$ cat src/rtl/writeback_stage.sv
// Final pipeline stage: MEM/WB register, load extraction, writeback mux and the
// retired-instruction counter feeding the decode-stage register file.
package writeback_pkg;
  typedef enum logic [1:0] {
    WB_ALU = 2'd0,
    WB_MEM = 2'd1,
    WB_PC4 = 2'd2
  } wb_sel_e;
endpackage

module writeback_stage
  import writeback_pkg::*;
#(
  parameter int DATA_WIDTH    = 32,
  parameter int ADDR_WIDTH    = 5,
  parameter int INSTRET_WIDTH = 64
) (
  input  logic                     clk,
  input  logic                     rst,
  input  logic                     stall_i,
  input  logic                     flush_i,
  input  logic                     MEM_valid_i,
  input  logic [DATA_WIDTH-1:0]    MEM_instruction_i,
  input  logic                     MEM_RegWrite_i,
  input  wb_sel_e                  MEM_WBSel_i,
  input  logic [DATA_WIDTH-1:0]    MEM_alu_result_i,
  input  logic [DATA_WIDTH-1:0]    MEM_rd_data_i,
  input  logic [DATA_WIDTH-1:0]    MEM_pc_plus4_i,
  output logic                     WB_valid_o,
  output logic                     WB_we_o,
  output logic [ADDR_WIDTH-1:0]    WB_wr_addr_o,
  output logic [DATA_WIDTH-1:0]    WB_wr_data_o,
  output logic [INSTRET_WIDTH-1:0] WB_instret_o
);
  localparam logic [DATA_WIDTH-1:0] NOP = DATA_WIDTH'(32'h0000_0013);

  logic                     valid_q;
  logic                     reg_write_q;
  wb_sel_e                  wb_sel_q;
  logic [DATA_WIDTH-1:0]    instr_q;
  logic [DATA_WIDTH-1:0]    alu_q;
  logic [DATA_WIDTH-1:0]    rd_data_q;
  logic [DATA_WIDTH-1:0]    pc4_q;
  logic [INSTRET_WIDTH-1:0] instret_q;

  logic [ADDR_WIDTH-1:0]    rd;
  logic [2:0]               funct3;
  logic [1:0]               off;
  logic [7:0]               ld_byte;
  logic [15:0]              ld_half;
  logic [DATA_WIDTH-1:0]    load_val;
  logic [DATA_WIDTH-1:0]    wr_data;
  logic                     instr_unused;

  // stall_i holds every field and suppresses retire; flush_i loads a bubble only
  // when not stalled, so a stalled flush is dropped and must be re-asserted.
  always_ff @(posedge clk) begin
    if (rst) begin
      valid_q     <= 1'b0;
      instr_q     <= NOP;
      reg_write_q <= 1'b0;
      wb_sel_q    <= WB_ALU;
      alu_q       <= '0;
      rd_data_q   <= '0;
      pc4_q       <= '0;
      instret_q   <= '0;
    end else if (!stall_i) begin
      if (flush_i) begin
        valid_q     <= 1'b0;
        instr_q     <= '0;
        reg_write_q <= 1'b0;
        wb_sel_q    <= WB_ALU;
        alu_q       <= '0;
        rd_data_q   <= '0;
        pc4_q       <= '0;
      end else begin
        valid_q     <= MEM_valid_i;
        instr_q     <= MEM_instruction_i;
        reg_write_q <= MEM_RegWrite_i;
        wb_sel_q    <= MEM_WBSel_i;
        alu_q       <= MEM_alu_result_i;
        rd_data_q   <= MEM_rd_data_i;
        pc4_q       <= MEM_pc_plus4_i;
      end
      // The resident instruction retires on this edge even if a bubble replaces it.
      if (valid_q) instret_q <= instret_q + INSTRET_WIDTH'(1);
    end
  end

  assign rd           = instr_q[7 +: ADDR_WIDTH];
  assign funct3       = instr_q[14:12];
  assign off          = alu_q[1:0];
  assign instr_unused = ^{instr_q[DATA_WIDTH-1:15], instr_q[6:0]};

  // Little-endian lane select; off[0] is ignored for halves.
  always_comb begin
    ld_byte = rd_data_q[7:0];
    case (off)
      2'd0: ld_byte = rd_data_q[7:0];
      2'd1: ld_byte = rd_data_q[15:8];
      2'd2: ld_byte = rd_data_q[23:16];
      2'd3: ld_byte = rd_data_q[31:24];
      default: ld_byte = rd_data_q[7:0];
    endcase
    ld_half = off[1] ? rd_data_q[31:16] : rd_data_q[15:0];
    case (funct3)
      3'b000:  load_val = {{(DATA_WIDTH-8){ld_byte[7]}}, ld_byte};
      3'b100:  load_val = DATA_WIDTH'(ld_byte);
      3'b001:  load_val = {{(DATA_WIDTH-16){ld_half[15]}}, ld_half};
      3'b101:  load_val = DATA_WIDTH'(ld_half);
      default: load_val = rd_data_q;
    endcase
  end

  always_comb begin
    case (wb_sel_q)
      WB_ALU:  wr_data = alu_q;
      WB_MEM:  wr_data = load_val;
      WB_PC4:  wr_data = pc4_q;
      default: wr_data = '0;
    endcase
  end

  assign WB_valid_o   = valid_q;
  assign WB_we_o      = valid_q & reg_write_q & (rd != '0) & ~stall_i;
  assign WB_wr_addr_o = valid_q ? rd : '0;
  assign WB_wr_data_o = wr_data;
  assign WB_instret_o = instret_q;
endmodule

$ cat config.mk
export PLATFORM = sky130hd
export DESIGN_NAME = writeback_stage
export DESIGN_NICKNAME = d
export VERILOG_FILES = /design/src/rtl/writeback_stage.sv
export SDC_FILE = /design/constraint.sdc
export NUM_CORES = 1
export LEC_CHECK = 0
export BUFFER_PORTS_ARGS = -buffer_cell sky130_fd_sc_hd__buf_2
export CAP_MARGIN = 20
export CORE_MARGIN = 3
export CORE_UTILIZATION = 52
export DETAILED_ROUTE_END_ITERATION = 7
export PLACE_DENSITY_LB_ADDON = 0.25
export SYNTH_ARGS = -nofsm -noshare
export SYNTH_HDL_FRONTEND = slang
export SYNTH_SLANG_ARGS = --single-unit
$ cat constraint.sdc
create_clock -name clk -period 2.2 [get_ports clk]
set_input_delay 0.11 -clock clk [delete_from_list [all_inputs] [get_ports clk]]
set_output_delay 0.11 -clock clk [all_outputs]
set_load 0.02 [all_outputs]
==> impl_metrics.prom, run 1 <==
# TYPE chip_impl_metric gauge
chip_impl_metric{name="yosys_warnings",unit=""} 0
chip_impl_info{name="dominantRegCellSynth",value="sky130_fd_sc_hd__dfxtp_1"} 1
chip_impl_metric{name="leakagePower",unit="nW"} 4.61
chip_impl_metric{name="num-fill-cells",unit=""} 989
chip_impl_info{name="worstHoldPathType",value="input port to register"} 1
chip_impl_metric{name="post_synthesis_instance_total",unit=""} 920
chip_impl_metric{name="critPathArrivalTime",unit="ns"} 2.17
chip_impl_metric{name="timing.reg2reg.worst_path_depth",unit=""} 6
chip_impl_metric{name="tns",unit="ns"} -0.333
chip_impl_info{name="worst_hold_path.endpoint",value="wb_sel_q[0]"} 1
chip_impl_metric{name="async_reset_ff_share",unit="%"} 0
chip_impl_metric{name="gp_congestion",unit=""} 0.893
chip_impl_metric{name="synthesized_net_count",unit=""} 1057
chip_impl_metric{name="final_max_slew_viol_count",unit=""} 0
chip_impl_metric{name="finalWorstPathRequiredPeriod",unit="ns"} 2.28
chip_impl_metric{name="postSynthRegisterBits",unit=""} 172
chip_impl_metric{name="dr.pass1.iters",unit=""} 6
chip_impl_info{name="topRoutingLayerUsed",value="met4"} 1
chip_impl_metric{name="timing.slew.headroom",unit="%"} 29.2
chip_impl_metric{name="worst_slack",unit="ns"} -0.0829
chip_impl_metric{name="clk_pin_slew",unit="ns"} 0.07
chip_impl_metric{name="final_nets",unit=""} 1404
chip_impl_metric{name="grt_pass1_wl",unit="mm"} 40.9
chip_impl_metric{name="grt.total_usage",unit="%"} 30.6
chip_impl_metric{name="whs_path_depth",unit=""} 4
chip_impl_metric{name="fp.dieW",unit="um"} 129
chip_impl_metric{name="pwr_density_cell",unit="nW/um^2"} 613
chip_impl_metric{name="netlist_area_before_placement",unit="um^2"} 7850
chip_impl_metric{name="drt_wl_total",unit="mm"} 26.8
chip_impl_metric{name="report.final.setup_viol",unit=""} 13
chip_impl_metric{name="remaining_drc_errors",unit=""} 0
chip_impl_metric{name="worst-slew-pin-transition",unit="ns"} 1.06
chip_impl_info{name="outcome",value="complete, but fails checks"} 1
chip_impl_metric{name="boundaryPins",unit=""} 239
chip_impl_metric{name="antenna_violations_before_repair",unit=""} 2
chip_impl_metric{name="worst-path-max-fanout",unit=""} 8
chip_impl_info{name="tritoncts_clock_tree",value="built"} 1
chip_impl_info{name="timing.hold.worst.start",value="flush_i"} 1
chip_impl_metric{name="wl_per_cell",unit="um"} 18.2
chip_impl_metric{name="worst_reg2reg_setup_slack",unit="ns"} 0.10
chip_impl_metric{name="syn-mean-instance-area",unit="um^2"} 8.54
chip_impl_metric{name="dieHeight",unit="um"} 129
chip_impl_metric{name="syn2layout_area_growth",unit="%"} 44.2
chip_impl_info{name="top_library_cells_by_usage_in_the_layout_fill_and_taps_aside",value="sky130_fd_sc_hd__buf_2, sky130_fd_sc_hd__dfxtp_1, sky130_fd_sc_hd__nor2_1"} 1
chip_impl_metric{name="worst_skew_pair.late_latency",unit="ns"} 0.43
chip_impl_info{name="clock-root-buffer",value="sky130_fd_sc_hd__clkbuf_16"} 1
chip_impl_metric{name="final.setup_skew",unit="ns"} 0.00954
chip_impl_metric{name="period_share",unit="%"} 104
chip_impl_info{name="reg2reg_from",value="WB_instret_o[3]"} 1
chip_impl_info{name="grt_setup_unrepaired",value="true"} 1
chip_impl_metric{name="core_area",unit="um^2"} 14600
chip_impl_info{name="critical_path.reg2reg.endpoint",value="WB_instret_o[51]"} 1
chip_impl_metric{name="synth_enable_flop_cells",unit=""} 0
chip_impl_info{name="setup.worst_path.start_class",value="register"} 1
chip_impl_metric{name="detailroute.wirelength.met3",unit="mm"} 2.24
chip_impl_info{name="final_common_cell",value="sky130_fd_sc_hd__buf_2"} 1
chip_impl_metric{name="crit_required",unit="ns"} 2.09
chip_impl_metric{name="ir_worst_vdd",unit="mV"} 0.515
chip_impl_metric{name="dp_worst_setup_slack",unit="ns"} -0.00194
chip_impl_metric{name="drv.max_cap_violation_count",unit=""} 0
chip_impl_metric{name="final_antenna_net_count",unit=""} 0
chip_impl_metric{name="floorplan.rows",unit=""} 44
chip_impl_metric{name="max_freq",unit="MHz"} 438
chip_impl_metric{name="grt_max_degree",unit=""} 102
chip_impl_metric{name="multi_input_comb_area",unit="um^2"} 4240
chip_impl_info{name="end_kind",value="primary output"} 1
chip_impl_metric{name="detail_route.vias_per_cell",unit=""} 5.92
chip_impl_metric{name="floorplan.die_area",unit="um^2"} 16600
chip_impl_metric{name="clock-sinks",unit=""} 172
chip_impl_metric{name="synth.lib_cells_used.distinct",unit=""} 51
chip_impl_metric{name="place.detailed.hpwl",unit="mm"} 16.6
chip_impl_metric{name="numPortBuffers",unit=""} 214
chip_impl_metric{name="synth.yosys.seq_area_share",unit="%"} 43.8
chip_impl_metric{name="final_hold_viol_count",unit=""} 0
chip_impl_metric{name="drive_gt1_share",unit="%"} 27.8
chip_impl_metric{name="grt_pass1_vias",unit=""} 8140
chip_impl_metric{name="dr.first_iter.drc_count",unit=""} 881
chip_impl_metric{name="seq_area",unit="um^2"} 3460
chip_impl_metric{name="effective_utilization_at_floorplan",unit="%"} 53.6
chip_impl_metric{name="cts_made_buffers",unit=""} 17
chip_impl_info{name="crit_type",value="register to primary output"} 1
chip_impl_metric{name="max-clock-path-buffers",unit=""} 2
chip_impl_metric{name="met2_length",unit="mm"} 12.9
chip_impl_metric{name="ctsHtreeMaxLevel",unit=""} 4
chip_impl_metric{name="routed-via-count",unit=""} 8679
chip_impl_info{name="violations_in_the_final_reports",value="setup timing"} 1
chip_impl_metric{name="overflow",unit=""} 0
chip_impl_metric{name="met1_length",unit="mm"} 10.6
==> power breakdown <==
group / total (W) / internal, W / leakage (nW) / switching, W
clock network: 0.00293 / 0.00161 / 0.272 / 0.00133
logic: 0.000762 / 0.000372 / 2.94 / 0.000390
registers: 0.00325 / 0.00319 / 1.40 / 0.0000644
total: 0.00695 / 0.00517 / 4.61 / 0.00178
==> worst max-delay path by stage <==
stage                          from          endpoint  depth (start not counted)
floorplan           WB_instret_o[4]  WB_instret_o[57]                          5
global placement    WB_instret_o[5]  WB_instret_o[63]                          5
detailed placement  WB_instret_o[5]  WB_instret_o[55]                          5
CTS                        alu_q[0]  WB_wr_data_o[31]                          6
global route               alu_q[0]  WB_wr_data_o[24]                          6
finish                     alu_q[0]  WB_wr_data_o[31]                          6
==> cells by family (layout without fill, tap and decap cells) <==
group / after synthesis / count (layout) / synth area share (%)
compound gates: 247 / 247 / 21.3
simple gates: 370 / 370 / 24.1
mux: 27 / 27 / 3.63
xor+xnor: 29 / 29 / 3.23
fa+ha+maj: 1 / 1 / 0.159
buf+inv: 74 / 434 / 3.66
flops: 172 / 172 / 43.8
other cells: 0 / 3 / 0
==> stage by stage <==
stage	utilization (%)	total power, W	area, um^2	hold WS [ns]	cells
after floorplan	-	0.00363	7850	0.254	920
after global placement	64.4	0.00386	9430	0.338	1318
after detailed placement	64.4	0.00387	9430	0.347	1318
after CTS	76.4	0.00692	11200	0.0434	1461
after global routing	77.3	0.00716	11300	0.0835	1466
final	77.4	0.00695	11300	0.0553	1467
==> Yosys cell counts, types with 2 or more instances <==
cell type,number,area [um^2]
sky130_fd_sc_hd__a22oi_1,107,803
sky130_fd_sc_hd__nor4_1,9,56.3
sky130_fd_sc_hd__clkbuf_1,53,199
sky130_fd_sc_hd__nor3b_1,4,30.0
sky130_fd_sc_hd__xnor2_1,12,105
sky130_fd_sc_hd__mux2i_1,24,240
sky130_fd_sc_hd__or3_1,15,93.8
sky130_fd_sc_hd__nand3_1,23,115
sky130_fd_sc_hd__nor3_1,10,50.1
sky130_fd_sc_hd__nand3_2,2,20.0
sky130_fd_sc_hd__buf_2,2,10.0
sky130_fd_sc_hd__xor2_1,17,149
sky130_fd_sc_hd__a21oi_1,54,270
sky130_fd_sc_hd__a31oi_1,2,12.5
sky130_fd_sc_hd__a41o_1,2,20.0
sky130_fd_sc_hd__nor4_4,3,63.8
sky130_fd_sc_hd__nand2_1,49,184
sky130_fd_sc_hd__or4_1,19,143
sky130_fd_sc_hd__o221ai_1,12,105
sky130_fd_sc_hd__buf_1,7,26.3
sky130_fd_sc_hd__o31ai_1,17,128
sky130_fd_sc_hd__and4_1,3,26.3
sky130_fd_sc_hd__mux2_2,2,22.5
sky130_fd_sc_hd__inv_1,10,37.5
sky130_fd_sc_hd__o21ai_0,28,140
sky130_fd_sc_hd__and2_1,7,43.8
sky130_fd_sc_hd__or2_2,3,18.8
sky130_fd_sc_hd__nand2b_1,2,12.5
sky130_fd_sc_hd__o32ai_1,2,17.5
sky130_fd_sc_hd__o211ai_1,17,128
sky130_fd_sc_hd__and3_1,6,37.5
sky130_fd_sc_hd__dfxtp_1,172,3440
sky130_fd_sc_hd__nor2b_1,29,181
sky130_fd_sc_hd__nor2_1,158,593
sky130_fd_sc_hd__nand4_1,22,138
==> layer usage <==
metal | up-vias | track usage [%]
li1 | 4078 | -
met1 | 4054 | 38.3
met2 | 463 | 51.0
met3 | 84 | 7.43
met4 | 0 | 12.0
met5 | - | 0
==> layout make-up <==
class	count	share of cell area (%)
multi-input cells	674	37.5
flip-flops and latches	172	30.5
repair buffers	391	24.5
clock buffers	18	3.88
well taps	184	2.03
clock inverters	14	1.18
inverters	11	0.364
diodes	3	0.0663
==> registers in the layout (all words and copies together), names as in the netlist <==
signal,count
instr_q,8
rd_data_q,32
reg_write_q,1
wb_sel_q,2
WB_valid_o,1
WB_instret_o,64
alu_q,32
pc4_q,32
==> worst max-delay path: stages, from the launching register on <==
cell	delay, ns
sky130_fd_sc_hd__dfxtp_4	0.34
sky130_fd_sc_hd__mux4_2	0.37
sky130_fd_sc_hd__mux2i_1	0.08
sky130_fd_sc_hd__or4_4	0.45
sky130_fd_sc_hd__buf_6	0.16
sky130_fd_sc_hd__o211ai_1	0.14
sky130_fd_sc_hd__buf_4	0.20
==> what timing repair did <==
item / CTS / global route
resized for setup: 29 / 33
cloned: 0 / 1
hold endpoints to repair: 110 / 0
buffers inserted: 3 / 2
pin swaps: 2 / 4
endpoints found under the setup margin: 32 / 44
hold buffers: 108 / 0
Power figures use the tool's default switching activity.
==> run 2, diff against run 1 <==
- PLACE_DENSITY_LB_ADDON: 0.25 -> 0.2
==> run 2 against run 1 <==
- the run still ends with setup timing left
- die area stayed put
- wire length is 0.97% higher
- clock power is 2% higher
- final cell count is 0.14% higher
- via count is 0.44% lower
- sequential power hardly changed
- first-iteration DRC count is 11% higher
- critical path depth stayed put
- count of clock-buffer cells in the layout is 1 lower
- total power is 1.2% higher
- sequential share of layout area is 0.23 points lower
- largest cell class unchanged
- highest routed layer unchanged
==> impl_metrics.prom, run 2 (synthesis results as in run 1) <==
# TYPE chip_impl_metric gauge
chip_impl_metric{name="netSwitchingFraction",unit="%"} 25.3
chip_impl_metric{name="timing.reg2reg.worst_path_depth",unit=""} 7
chip_impl_metric{name="worst-slew-pin-transition",unit="ns"} 0.644
chip_impl_metric{name="dieHeight",unit="um"} 129
chip_impl_metric{name="boundaryPins",unit=""} 239
chip_impl_metric{name="dr.first_iter.drc_count",unit=""} 982
chip_impl_info{name="critical-path-top-cell-by-count",value="sky130_fd_sc_hd__a21oi_1"} 1
chip_impl_metric{name="comb_power_share",unit="%"} 11.0
chip_impl_metric{name="finalWorstPathRequiredPeriod",unit="ns"} 2.29
chip_impl_metric{name="final.setup_skew",unit="ns"} 0.00642
chip_impl_metric{name="final_nets",unit=""} 1406
chip_impl_info{name="final_common_cell",value="sky130_fd_sc_hd__buf_2"} 1
chip_impl_metric{name="syn2layout_area_growth",unit="%"} 45.1
chip_impl_metric{name="leakagePower",unit="nW"} 4.63
chip_impl_info{name="grt_setup_unrepaired",value="true"} 1
chip_impl_info{name="outcome",value="complete, but fails checks"} 1
chip_impl_metric{name="worst_reg2reg_setup_slack",unit="ns"} 0.09
chip_impl_metric{name="design_power_total",unit="W"} 0.00703
chip_impl_metric{name="ir_worst_vdd",unit="mV"} 0.501
chip_impl_metric{name="clk_pin_slew",unit="ns"} 0.07
chip_impl_metric{name="grt_max_degree",unit=""} 62
chip_impl_metric{name="final_antenna_net_count",unit=""} 0
chip_impl_metric{name="worst_path_largest_cell_delay",unit="ns"} 0.54
chip_impl_metric{name="report.final.setup_viol",unit=""} 18
chip_impl_metric{name="detail_route.vias_per_cell",unit=""} 5.88
chip_impl_metric{name="grt.total_usage",unit="%"} 30.9
chip_impl_metric{name="drv.max_cap_violation_count",unit=""} 0
chip_impl_metric{name="floorplan.die_area",unit="um^2"} 16600
chip_impl_metric{name="floorplan.rows",unit=""} 44
chip_impl_metric{name="dp.cells",unit=""} 1321
chip_impl_metric{name="drt_wl_total",unit="mm"} 27.0
chip_impl_metric{name="p_int",unit="W"} 0.00525
chip_impl_info{name="critPathSlowestCell",value="sky130_fd_sc_hd__mux4_2"} 1
chip_impl_metric{name="effective_utilization_at_floorplan",unit="%"} 53.6
chip_impl_metric{name="routed-via-count",unit=""} 8641
chip_impl_metric{name="fp.dieW",unit="um"} 129
chip_impl_metric{name="clock-sinks",unit=""} 172
chip_impl_metric{name="period_share",unit="%"} 104
chip_impl_metric{name="ctsHtreeMaxLevel",unit=""} 4
chip_impl_metric{name="grt_pass1_vias",unit=""} 8171
chip_impl_metric{name="crit_required",unit="ns"} 2.09
chip_impl_metric{name="power_frac_seq",unit="%"} 46.3
chip_impl_info{name="path_cells",value="mux4_2 > a21o_4 > a21oi_1 > a21oi_1 > o2bb2ai_1 > buf_4"} 1
chip_impl_info{name="top_library_cells_by_usage_in_the_layout_fill_and_taps_aside",value="sky130_fd_sc_hd__buf_2, sky130_fd_sc_hd__dfxtp_1, sky130_fd_sc_hd__nor2_1"} 1
chip_impl_info{name="crit_type",value="register to primary output"} 1
chip_impl_metric{name="critPathArrivalTime",unit="ns"} 2.18
chip_impl_metric{name="wl_per_cell",unit="um"} 18.4
chip_impl_info{name="critical_path.startpoint",value="alu_q[0]"} 1
chip_impl_metric{name="worst_skew_pair.late_latency",unit="ns"} 0.43
chip_impl_info{name="clock-root-buffer",value="sky130_fd_sc_hd__clkbuf_16"} 1
chip_impl_info{name="tritoncts_clock_tree",value="built"} 1
chip_impl_info{name="worstHoldPathType",value="input port to register"} 1
chip_impl_metric{name="overflow",unit=""} 0
chip_impl_metric{name="place.detailed.hpwl",unit="mm"} 16.7
chip_impl_metric{name="max_freq",unit="MHz"} 437
chip_impl_metric{name="drive_gt1_share",unit="%"} 28.1
chip_impl_info{name="violations_in_the_final_reports",value="setup timing"} 1
chip_impl_metric{name="numPortBuffers",unit=""} 214
chip_impl_metric{name="number_of_flip_flops_under_the_largest_register_name",unit=""} 64
chip_impl_info{name="setup.worst_path.start_class",value="register"} 1
chip_impl_metric{name="max-clock-path-buffers",unit=""} 2
chip_impl_metric{name="worst_slack",unit="ns"} -0.0903
chip_impl_info{name="end_kind",value="primary output"} 1
chip_impl_metric{name="pwr_density_cell",unit="nW/um^2"} 617
chip_impl_metric{name="remaining_drc_errors",unit=""} 0
chip_impl_metric{name="final_max_slew_viol_count",unit=""} 0
chip_impl_metric{name="grt_pass1_wl",unit="mm"} 41.1
chip_impl_info{name="critical_path.endpoint",value="WB_wr_data_o[15]"} 1
chip_impl_metric{name="worst-path-max-fanout",unit=""} 8
chip_impl_info{name="critical_path.reg2reg.endpoint",value="WB_instret_o[50]"} 1
chip_impl_metric{name="dr.pass1.iters",unit=""} 6
chip_impl_metric{name="part_of_the_total_power_dissipated_in_the_clock_network",unit="%"} 42.7
chip_impl_metric{name="total_switching_power",unit="W"} 0.00178
chip_impl_metric{name="gp_congestion",unit=""} 0.888
chip_impl_metric{name="final_cell_count_no_fill",unit=""} 1469
chip_impl_metric{name="hold_slack",unit="ns"} 0.0535
chip_impl_metric{name="cts_made_buffers",unit=""} 17
chip_impl_metric{name="antenna_violations_before_repair",unit=""} 2
chip_impl_metric{name="timing.slew.headroom",unit="%"} 57.1
chip_impl_info{name="reg2reg_from",value="WB_instret_o[28]"} 1
chip_impl_metric{name="core_area",unit="um^2"} 14600
chip_impl_metric{name="fin_util",unit="%"} 77.8
chip_impl_metric{name="final_hold_viol_count",unit=""} 0
[run 2: how the worst min path moves through the flow]
stage                    startpoint     endpoint  slack, ns  cells after the start
2_1_floorplan           MEM_valid_i   WB_valid_o       0.25                      2
3_3_place_gp   MEM_instruction_i[8]   instr_q[8]       0.34                      3
3_5_place_dp      MEM_pc_plus4_i[5]     pc4_q[5]       0.35                      3
4_1_cts                     flush_i  wb_sel_q[0]       0.05                      4
5_1_grt                     flush_i  wb_sel_q[0]       0.09                      4
6_report                    flush_i  wb_sel_q[0]       0.05                      4
[run 2: final cells by class]
| cell class | instances | area [um^2] |
|---|---|---|
| Multi-Input combinational cell | 674 | 4270 |
| Clock buffer | 17 | 425 |
| Clock inverter | 15 | 164 |
| Antenna cell | 3 | 7.51 |
| Tap cell | 184 | 230 |
| Fill cell | 955 | 3250 |
| Sequential cell | 172 | 3450 |
| Timing Repair Buffer | 393 | 2810 |
| Inverter | 11 | 41.3 |
[run 2: through the flow]
step           setup WS, ns  cell area [um^2]  TNS [ns]
6_report            -0.0903             11400    -0.921
5_1_grt              -0.161             11400     -2.84
4_1_cts             -0.0783             11200    -0.719
3_5_place_dp         0.0427              9470         0
3_3_place_gp         0.0695              9470         0
2_1_floorplan        0.0725              7850         0
[run 2: timing repair]
action	4_1_cts	5_1_grt
hold endpoints to repair	107	0
setup endpoints to repair	26	41
setup buffers	1	4
gates cloned	0	1
pin swaps	1	9
hold buffers	107	0
gates resized for setup	36	30
[run 2: critical path: cells and delay by family (launching register included)]
family,cells,cell delay (ns)
buffers and inverters,1,0.17
AOI/OAI and AO/OA,4,0.68
muxes,1,0.54
DFF,1,0.36
[run 2: power groups by stage]
stage / Clock (W) / Sequential [W] / Combinational (W)
after CTS: 0.00303 / 0.00325 / 0.000729
after global routing: 0.00318 / 0.00326 / 0.000827
after detailed placement: 0 / 0.00332 / 0.000561
after floorplan: 0 / 0.00329 / 0.000335
after global placement: 0 / 0.00331 / 0.000555
final: 0.00300 / 0.00326 / 0.000775
[run 2: routing by layer]
| metal | vias to the layer above | track usage (%) | wire [um] |
|---|---|---|---|
| met5 | - | 0 | 0 |
| met4 | 0 | 15.1 | 1050 |
| met1 | 4038 | 37.8 | 10800 |
| met2 | 448 | 51.1 | 13000 |
| met3 | 80 | 7.22 | 2210 |
| li1 | 4075 | - | - |
